==> config.mk <==
export PLATFORM = sky130hd
export DESIGN_NAME = spi_slave_byte_if
export DESIGN_NICKNAME = d
export VERILOG_FILES = /design/src/rtl/spi_slave_byte_if.sv
export SDC_FILE = /design/constraint.sdc
export NUM_CORES = 1
export LEC_CHECK = 0
export CAP_MARGIN = 0
export CELL_PAD_IN_SITES_DETAIL_PLACEMENT = 0
export CELL_PAD_IN_SITES_GLOBAL_PLACEMENT = 1
export CORE_UTILIZATION = 43
export DETAILED_ROUTE_END_ITERATION = 10
export PLACE_DENSITY_LB_ADDON = 0.05
export RECOVER_POWER = 25
export SYNTH_ARGS = -nofsm -noshare
export SYNTH_HDL_FRONTEND = slang
export SYNTH_SLANG_ARGS = --single-unit
==> constraint.sdc <==
create_clock -name clk -period 1.9 [get_ports clk]
set_input_delay 0.285 -clock clk [delete_from_list [all_inputs] [get_ports clk]]
set_output_delay 0.285 -clock clk [all_outputs]
set_load 0.01 [all_outputs]
==> src/rtl/spi_slave_byte_if.sv <==
// spi_slave_byte_if
// SPI mode-0 (CPOL=0, CPHA=0, MSB first) slave byte engine that runs entirely
// in the system clock domain. SCLK, MOSI and SS_n are oversampled through
// synchroniser chains. Received bytes are presented on rx_data with a
// one-clock rx_done strobe. The byte to transmit comes from a single-entry
// TX buffer that user logic fills through a valid/ready handshake.
//
// Parameters:
//   SYNC_STAGES  synchroniser depth for sclk/mosi/ss_n (>= 2)
//   DUMMY_BYTE   byte sent on MISO when the TX buffer is empty at byte start
//
// Ports:
//   clk, rst            system clock, synchronous active-high reset
//   sclk, mosi, ss_n    SPI lines from the master (asynchronous to clk)
//   miso                SPI data back to the master
//   tx_data, tx_valid   byte offered for the next SPI byte
//   tx_ready            TX buffer empty (write accepted when valid && ready)
//   rx_data, rx_done    last complete received byte, one-clock update strobe
//   busy                slave select active (synchronised, registered)
//
// Optional feature, enabled by defining SPI_SLAVE_FRAME_ERR_EN:
//   frame_err    one-clock pulse when ss_n rises in the middle of a byte
//   tx_underrun  one-clock pulse when a byte starts with DUMMY_BYTE
module spi_slave_byte_if #(
    parameter int         SYNC_STAGES = 2,
    parameter logic [7:0] DUMMY_BYTE  = 8'hFF
) (
    input  logic       clk,
    input  logic       rst,
    input  logic       sclk,
    input  logic       mosi,
    input  logic       ss_n,
    output logic       miso,
    input  logic [7:0] tx_data,
    input  logic       tx_valid,
    output logic       tx_ready,
    output logic [7:0] rx_data,
    output logic       rx_done,
    output logic       busy
`ifdef SPI_SLAVE_FRAME_ERR_EN
    ,
    output logic       frame_err,
    output logic       tx_underrun
`endif
);

    typedef enum logic [1:0] {
        IDLE  = 2'd0,
        LOAD  = 2'd1,
        SHIFT = 2'd2
    } state_t;

    state_t state, state_nxt;

    logic [SYNC_STAGES-1:0] sclk_sync;
    logic [SYNC_STAGES-1:0] mosi_sync;
    logic [SYNC_STAGES-1:0] ss_n_sync;
    logic                   sclk_p1;
    logic                   ss_n_p1;

    logic       sclk_s, mosi_s, ss_n_s;
    logic       sclk_rise, sclk_fall, ss_rise, ss_fall;
    logic       shift_rise, shift_fall, load_en, tx_wr;

    logic [2:0] bit_cnt;
    logic       full;
    logic [7:0] tx_buf;
    logic [7:0] tx_shift;
    logic [7:0] rx_shift;

    // ---- Stage 0: input synchronisers and one-clock edge history ----
    always_ff @(posedge clk) begin
        if (rst) begin
            sclk_sync <= '0;
            mosi_sync <= '0;
            ss_n_sync <= '1;
            sclk_p1   <= 1'b0;
            ss_n_p1   <= 1'b1;
        end else begin
            sclk_sync <= {sclk_sync[SYNC_STAGES-2:0], sclk};
            mosi_sync <= {mosi_sync[SYNC_STAGES-2:0], mosi};
            ss_n_sync <= {ss_n_sync[SYNC_STAGES-2:0], ss_n};
            sclk_p1   <= sclk_sync[SYNC_STAGES-1];
            ss_n_p1   <= ss_n_sync[SYNC_STAGES-1];
        end
    end

    assign sclk_s    = sclk_sync[SYNC_STAGES-1];
    assign mosi_s    = mosi_sync[SYNC_STAGES-1];
    assign ss_n_s    = ss_n_sync[SYNC_STAGES-1];
    assign sclk_rise = sclk_s & ~sclk_p1;
    assign sclk_fall = ~sclk_s & sclk_p1;
    assign ss_rise   = ss_n_s & ~ss_n_p1;
    assign ss_fall   = ~ss_n_s & ss_n_p1;

    // Deselect takes priority over any SCLK edge seen in the same cycle.
    assign shift_rise = (state == SHIFT) && sclk_rise && !ss_rise;
    assign shift_fall = (state == SHIFT) && sclk_fall && !ss_rise;
    assign load_en    = (state == LOAD) && !ss_rise;
    assign tx_wr      = tx_valid && !full;

    assign tx_ready = !full;
    assign miso     = (state == SHIFT) && tx_shift[7];

    always_comb begin
        state_nxt = state;
        if (ss_rise) begin
            state_nxt = IDLE;
        end else begin
            case (state)
                IDLE:    if (ss_fall) state_nxt = LOAD;
                LOAD:    state_nxt = SHIFT;
                SHIFT:   if (sclk_fall && bit_cnt == 3'd0) state_nxt = LOAD;
                default: state_nxt = IDLE;
            endcase
        end
    end

    // ---- Stage 1: control state, counters and strobes ----
    always_ff @(posedge clk) begin
        if (rst) begin
            state   <= IDLE;
            bit_cnt <= 3'd0;
            full    <= 1'b0;
            rx_data <= 8'h00;
            rx_done <= 1'b0;
            busy    <= 1'b0;
        end else begin
            state   <= state_nxt;
            busy    <= ~ss_n_s;
            rx_done <= 1'b0;
            if (ss_rise || load_en) begin
                bit_cnt <= 3'd0;
            end else if (shift_rise) begin
                bit_cnt <= bit_cnt + 3'd1;
                if (bit_cnt == 3'd7) begin
                    rx_data <= {rx_shift[6:0], mosi_s};
                    rx_done <= 1'b1;
                end
            end
            // A write landing in the cycle LOAD finds the buffer empty is
            // kept for the following byte; LOAD itself sends the dummy.
            if (load_en && full) begin
                full <= 1'b0;
            end else if (tx_wr) begin
                full <= 1'b1;
            end
        end
    end

    // ---- Stage 1: shift registers and TX buffer storage ----
    always_ff @(posedge clk) begin
        if (tx_wr) begin
            tx_buf <= tx_data;
        end
        if (load_en) begin
            tx_shift <= full ? tx_buf : DUMMY_BYTE;
        end else if (shift_fall && bit_cnt != 3'd0) begin
            tx_shift <= {tx_shift[6:0], 1'b0};
        end
        if (shift_rise) begin
            rx_shift <= {rx_shift[6:0], mosi_s};
        end
    end

`ifdef SPI_SLAVE_FRAME_ERR_EN
    always_ff @(posedge clk) begin
        if (rst) begin
            frame_err   <= 1'b0;
            tx_underrun <= 1'b0;
        end else begin
            frame_err   <= ss_rise && (bit_cnt != 3'd0);
            tx_underrun <= load_en && !full;
        end
    end
`endif

endmodule

==> metrics.cfg, run 1 <==
[outcome]
outcome = complete, no violations

[floorplanning]
ios = 26
die_area_sq_um = 4670
fp.dieH_um = 68.4
die_x_um = 68.4
start_util = 0.460
coreArea_sq_um = 4120
rows = 23

[critical_path]
arrival_ns = 1.41
crit_type = reg2out
cp_top_family = buffers and inverters
cp_max_fo = 11
endpoint_kind = output port
start_kind = register
crit_chain = inv_1 -> clkdlybuf4s50_1
required_ns = 1.62
worst_path_largest_cell_delay_ns = 0.53
path_buf_inv = 2
slowest_stage = dfxtp_1

[clock_tree]
cts.reportedPaths.clkPinSlew_ns = 0.08
numCtsBuffers = 5
cts_tree = yes
root_buffer = clkbuf_8
htree_num_levels = 2
max-clock-path-buffers = 2
holdBufCountCts = 0
clkLatencyLatePin_ns = 0.30
cts.sinks = 47

[synthesis]
ys_warn_count = 0
synthCells = 145
ys_ff_latch = 47
syn_nets = 162
ys_seq_area_frac = 0.619
synth.cell_area_sq_um = 1890
synth_cell_types = 33
synth_edf_count = 23
async_flop_share = 0
syn_area_per_cell_sq_um = 13.1
synth_ff_type = dfxtp_1

[placed_design]
port_buffers = 25
gp_congestion = 0.690
hpwlAfterDp_um = 2210

[finish]
fin_util = 0.565
syn_to_final_growth_pct = 22.9
antennaDiodeCount = 0
fillers = 367
fin_nets = 191
drive_gt1_frac = 0.143

[timing]
finalSetupViolations = 0
fmax_mhz = 591
tns_ns = 0
fin_crit_ns = 1.69
hold_violations = 0
fin_crit_sh = 0.890
finalClockSkew_ns = 0.0120
tightestPinTransition_ns = 0.858
slew_headroom = 0.428
rsz0062_at_grt = false
drv_slew = 0

[power]
powerDensity_nw_per_um2 = 884
power.total_w = 0.00206
p_leak_nw = 0.854
ir_worst_vdd_mv = 0.480

[detailed_routing]
wl_per_cell_um = 14.2
num_vias = 1171
vias_per_cell = 5.20
drcViolationCount = 0
first_pass_iters = 4
wirelength_um = 3190
ant_nets = 0
drt_iter0_drc = 59

[global_route]
grt_first_pass_wirelength_um = 5120
grt_pass1_vias = 1101
overflow = 0
track_usage = 0.159
antenna_found_initial = 0
grt_max_degree = 20

[flow_run]
drv_cap = 0

[worst_hold_path]
hold_path_class = reg2reg

==> worst reg2reg max path: cells and delay by family, from the launching register on <==
family	cells	cell delay, ns
multiplexers	1	0.33
flip-flops	1	0.38
AND/OR/NAND/NOR	2	0.54
==> sequential cells by signal (all words and copies together), names as in the netlist <==
register	cells
rx_data	8
busy	1
tx_buf	8
state	2
tx_shift	8
sclk_p1	1
rx_done	1
mosi_sync	2
rx_shift	7
full	1
sclk_sync	2
bit_cnt	3
ss_n_p1	1
ss_n_sync	2
==> area by class of cell <==
class	count	area, sq um	area share
inverter	14	52.6	0.0226
clock buffer	6	72.6	0.0312
tap	50	62.6	0.0269
multi-input combinational	76	619	0.266
timing repair buffer	30	287	0.123
clock inverter	2	60.1	0.0258
sequential	47	1170	0.504
==> per-stage QoR <==
stage	instance area [sq um]	setup WS, ns	cells	hold slack, ns
global placement	2190	0.341	217	0.401
global route	2330	0.0722	225	0.444
floorplan	1890	0.320	145	0.384
CTS	2330	0.0344	225	0.424
finish	2330	0.209	225	0.421
detailed placement	2190	0.291	217	0.403
==> placed cells by master, fill, tap and decap left out, types with 2 or more instances in the layout <==
| cell type | n |
|---|---|
| nand3_1 | 4 |
| clkdlybuf4s50_1 | 15 |
| dfxtp_1 | 23 |
| clkbuf_8 | 5 |
| edfxtp_1 | 23 |
| nor2b_1 | 7 |
| a311oi_1 | 8 |
| mux2_4 | 7 |
| ha_1 | 3 |
| nor2_1 | 5 |
| bufinv_16 | 2 |
| a31o_1 | 8 |
| and3_1 | 2 |
| nand2b_1 | 9 |
| dlygate4sd3_1 | 9 |
| a21oi_1 | 4 |
| or2_2 | 2 |
| inv_1 | 14 |
| clkbuf_1 | 2 |
| o21ai_0 | 3 |
| buf_4 | 4 |
==> power by group <==
| group | internal (W) | total (W) | switching (W) |
|---|---|---|---|
| clock network | 0.000526 | 0.000839 | 0.000313 |
| registers | 0.00109 | 0.00111 | 0.0000148 |
| logic | 0.0000629 | 0.000112 | 0.0000494 |
| total | 0.00168 | 0.00206 | 0.000377 |
==> routing by layer <==
metal / track usage / part of all wire / vias up
met5: 0 / 0 / -
met4: 0.0938 / 0.018 / 0
met3: 0.0400 / 0.041 / 5
met2: 0.243 / 0.46 / 30
met1: 0.203 / 0.48 / 561
li1: - / - / 575
==> what timing repair did <==
item	in CTS	in global routing
buffers inserted	0	0
setup endpoints to repair	0	1
hold endpoints to repair	0	0
resized for setup	0	2
==> synth_stat cells (all sizes together), types with 2 or more instances <==
cell type | number | area [sq um]
a21oi | 4 | 20.0
inv | 14 | 52.6
nor2 | 6 | 38.8
nor2b | 7 | 43.8
or2b | 2 | 18.8
mux2 | 7 | 105
edfxtp | 23 | 691
a31o | 8 | 70.1
dfxtp | 24 | 480
o21ai | 4 | 20.0
nand2b | 9 | 56.3
clkbuf | 4 | 15.0
and3 | 3 | 23.8
ha | 3 | 37.5
buf | 4 | 35.0
a311oi | 8 | 70.1
nand3 | 4 | 20.0
or2 | 2 | 12.5
==> worst paths after layout <==
path                start      endpoint  slack [ns]  depth (start not counted)
max reg2reg      state[0]   tx_shift[3]        0.43                          3
min reg2reg  ss_n_sync[0]  ss_n_sync[1]        0.42                          1
max                  full      tx_ready        0.21                          2
min          ss_n_sync[0]  ss_n_sync[1]        0.42                          1
==> kinds of logic (layout without fill, tap and decap cells) <==
family / after synthesis / count (layout) / share of synthesized area
adder cells (fa/ha/maj): 4 / 4 / 0.0251
AND/OR/NAND/NOR: 38 / 38 / 0.139
multiplexers: 7 / 7 / 0.0555
AO/OA/AOI/OAI: 27 / 27 / 0.107
flip-flops: 47 / 47 / 0.619
buffers and inverters: 22 / 52 / 0.0542
Note: power is estimated with default switching activity, not from simulation.
==> inputs of run 2 (changes only) <==
--- a/config.mk
+++ b/config.mk
@@ -9,6 +9,7 @@
 export CELL_PAD_IN_SITES_DETAIL_PLACEMENT = 0
 export CELL_PAD_IN_SITES_GLOBAL_PLACEMENT = 1
 export CORE_UTILIZATION = 43
+export CTS_CLUSTER_SIZE = 25
 export DETAILED_ROUTE_END_ITERATION = 10
 export PLACE_DENSITY_LB_ADDON = 0.05
 export RECOVER_POWER = 25
==> results of run 2 <==
The final DEF is identical to that of run 1; final timing and power are the same.
==> inputs of run 3 (changes only) <==
--- a/config.mk
+++ b/config.mk
@@ -8,11 +8,12 @@
 export CAP_MARGIN = 0
 export CELL_PAD_IN_SITES_DETAIL_PLACEMENT = 0
 export CELL_PAD_IN_SITES_GLOBAL_PLACEMENT = 1
-export CORE_UTILIZATION = 43
+export CORE_UTILIZATION = 35
 export CTS_CLUSTER_SIZE = 25
 export DETAILED_ROUTE_END_ITERATION = 10
 export PLACE_DENSITY_LB_ADDON = 0.05
 export RECOVER_POWER = 25
+export SKIP_LAST_GASP = 1
 export SYNTH_ARGS = -nofsm -noshare
 export SYNTH_HDL_FRONTEND = slang
 export SYNTH_SLANG_ARGS = --single-unit
==> run 3 against run 2 <==
Compared with the run above: sequential power about the same; clock power down 32%; via count down 1.7%; highest routed layer unchanged.
==> metrics.cfg, run 3 (synthesized netlist as in run 1, its figures left out) <==
[critical_path]
cp_top_family = buffers and inverters
start_kind = register
path_buf_inv = 1  ; -1
crit_chain = and2b_1 -> and2_1 -> clkdlybuf4s50_1
r2r_slack_ns = 0.44  ; about the same
worstReg2RegStart = bit_cnt[0]
cp-startpoint = state[0]
slowest_stage = clkdlybuf4s50_1
endpoint_kind = output port
crit_type = reg2out
arrival_ns = 1.50  ; +0.09 ns
r2r-end = tx_shift[4]
required_ns = 1.62  ; about the same
cp_max_fo = 5  ; -6
worst_path_largest_cell_delay_ns = 0.53  ; about the same
r2r_cells = 6  ; +3

[detailed_routing]
drcViolationCount = 0  ; unchanged
drt_iter0_drc = 64  ; +8.5%
first_pass_iters = 4  ; unchanged
wl_per_cell_um = 12.5  ; -12%
num_vias = 1151  ; -1.7%
vias_per_cell = 4.68  ; -10%
wirelength_um = 3070  ; -3.6%
ant_nets = 0  ; unchanged

[timing]
hold_violations = 0  ; unchanged
drv_slew = 0  ; unchanged
setup_ws_ns = 0.116  ; -0.0926 ns
finalClockSkew_ns = 0.00707  ; -0.00494 ns
slew_headroom = 0.391  ; -0.0364
tns_ns = 0  ; unchanged
fin_crit_ns = 1.78  ; +0.0926 ns
finalSetupViolations = 0  ; unchanged
fmax_mhz = 561  ; -5.2%
fin_crit_sh = 0.939  ; +0.0487
rsz0062_at_grt = false
tightestPinTransition_ns = 0.913  ; +0.0546 ns

[power]
comb_power_share = 0.066  ; +0.011
ir_worst_vdd_mv = 0.449  ; -6.4%
p_leak_nw = 0.818  ; -4.3%
powerDensity_nw_per_um2 = 775  ; -12%
power.share.switching = 0.208  ; +0.0248
seq_power_share = 0.617  ; +0.079
switchingPower_w = 0.000372  ; -1.4%
p_int_w = 0.00141  ; -16%
p_clk_frac = 0.318  ; -0.090

[clock_tree]
cts.reportedPaths.clkPinSlew_ns = 0.08  ; about the same
cts.sinks = 47  ; unchanged
root_buffer = clkbuf_8
max-clock-path-buffers = 2  ; unchanged
clkLatencyLatePin_ns = 0.29  ; about the same
numCtsBuffers = 5  ; unchanged
cts_setup_buffers = 0  ; unchanged
cts_tree = yes
htree_num_levels = 2  ; unchanged

[placed_design]
preCtsSetupSlack_ns = 0.404  ; +0.113 ns
hpwlAfterDp_um = 2150  ; -3.0%
gp_congestion = 0.749  ; +8.5%
port_buffers = 25  ; unchanged

[worst_hold_path]
hold_path_class = reg2reg
min_from = ss_n_sync[0]
worstHoldEndpoint = ss_n_sync[1]
whs_path_depth = 1  ; unchanged

[global_route]
grt_first_pass_wirelength_um = 5110  ; -0.25%
antenna_found_initial = 0  ; unchanged
track_usage = 0.124  ; -0.0348
grt_pass1_vias = 1062  ; -3.5%
grt_max_degree = 20  ; unchanged
overflow = 0  ; unchanged

[finish]
drive_gt1_frac = 0.142  ; -0.000812
fin_util = 0.446  ; -0.120
antennaDiodeCount = 0  ; unchanged
final_cell_mix = 23 x dfxtp_1, 23 x edfxtp_1, 16 x clkdlybuf4s50_1
fin_nets = 192  ; +0.52%
top_regs = rx_data (8), tx_buf (8), tx_shift (8)
syn_to_final_growth_pct = 21.7

[floorplanning]
die_x_um = 75.5  ; +11%
die_area_sq_um = 5710  ; +22%
fp.dieH_um = 75.5  ; +11%
rows = 26  ; +13%
start_util = 0.366  ; -0.0940
coreArea_sq_um = 5170  ; +26%
ios = 26  ; unchanged

[outcome]
outcome = complete, no violations

[flow_run]
drv_cap = 0  ; unchanged

-- run 3: cell types whose count changed in the layout (fill, tap and decap cells not counted) --
cell and delta:
buf_4 +1, bufinv_16 -2, clkbuf_1 +1, clkdlybuf4s50_1 +1
clkinv_2 +1, dlymetal6s2s_1 -1
-- run 3: layer usage --
metal,GRT usage,share of wire,vias to the layer above
li1,-,-,573
met5,0,0,-
met1,0.160,0.48,542
met3,0.0463,0.048,4
met2,0.193,0.47,32
met4,0.0432,0.0068,0
-- run 3: worst max-delay path by stage --
stage / cells past startpoint / endpoint / slack, ns
after floorplan: 5 / tx_shift[0] / 0.32
after global placement: 3 / miso / 0.44
after detailed placement: 3 / miso / 0.40
after CTS: 3 / miso / 0.07
after global routing: 3 / miso / 0.01
final: 3 / miso / 0.12
-- run 3: what timing repair did --
| action | CTS | global route |
|---|---|---|
| gates resized for setup | 0 | 1 |
| setup endpoints to repair | 0 | 1 |
| hold buffers | 0 | 0 |
-- run 3: layout make-up --
type	instances	area, sq um
clock inverters	1	5.00
multi-input cells	76	619
fillers	486	2870
well taps	70	87.6
clock buffers	7	76.3
flip-flops and latches	47	1170
repair buffers	31	292
inverters	14	52.6
-- run 3: through the flow --
| stage | cell area, sq um | total power [W] | hold slack (ns) | instances |
|---|---|---|---|---|
| global route | 2300 | 0.00188 | 0.432 | 246 |
| CTS | 2310 | 0.00183 | 0.421 | 246 |
| floorplan | 1890 | 0.00119 | 0.384 | 145 |
| detailed placement | 2230 | 0.00125 | 0.400 | 238 |
| global placement | 2230 | 0.00125 | 0.398 | 238 |
| finish | 2300 | 0.00179 | 0.418 | 246 |
-- run 3: power groups by stage --
stage	registers, W	logic [W]	clock network [W]
global route	0.00111	0.000130	0.000648
CTS	0.00110	0.000124	0.000603
floorplan	0.00112	0.0000716	0
global placement	0.00112	0.000123	0
finish	0.00110	0.000117	0.000567
detailed placement	0.00113	0.000124	0
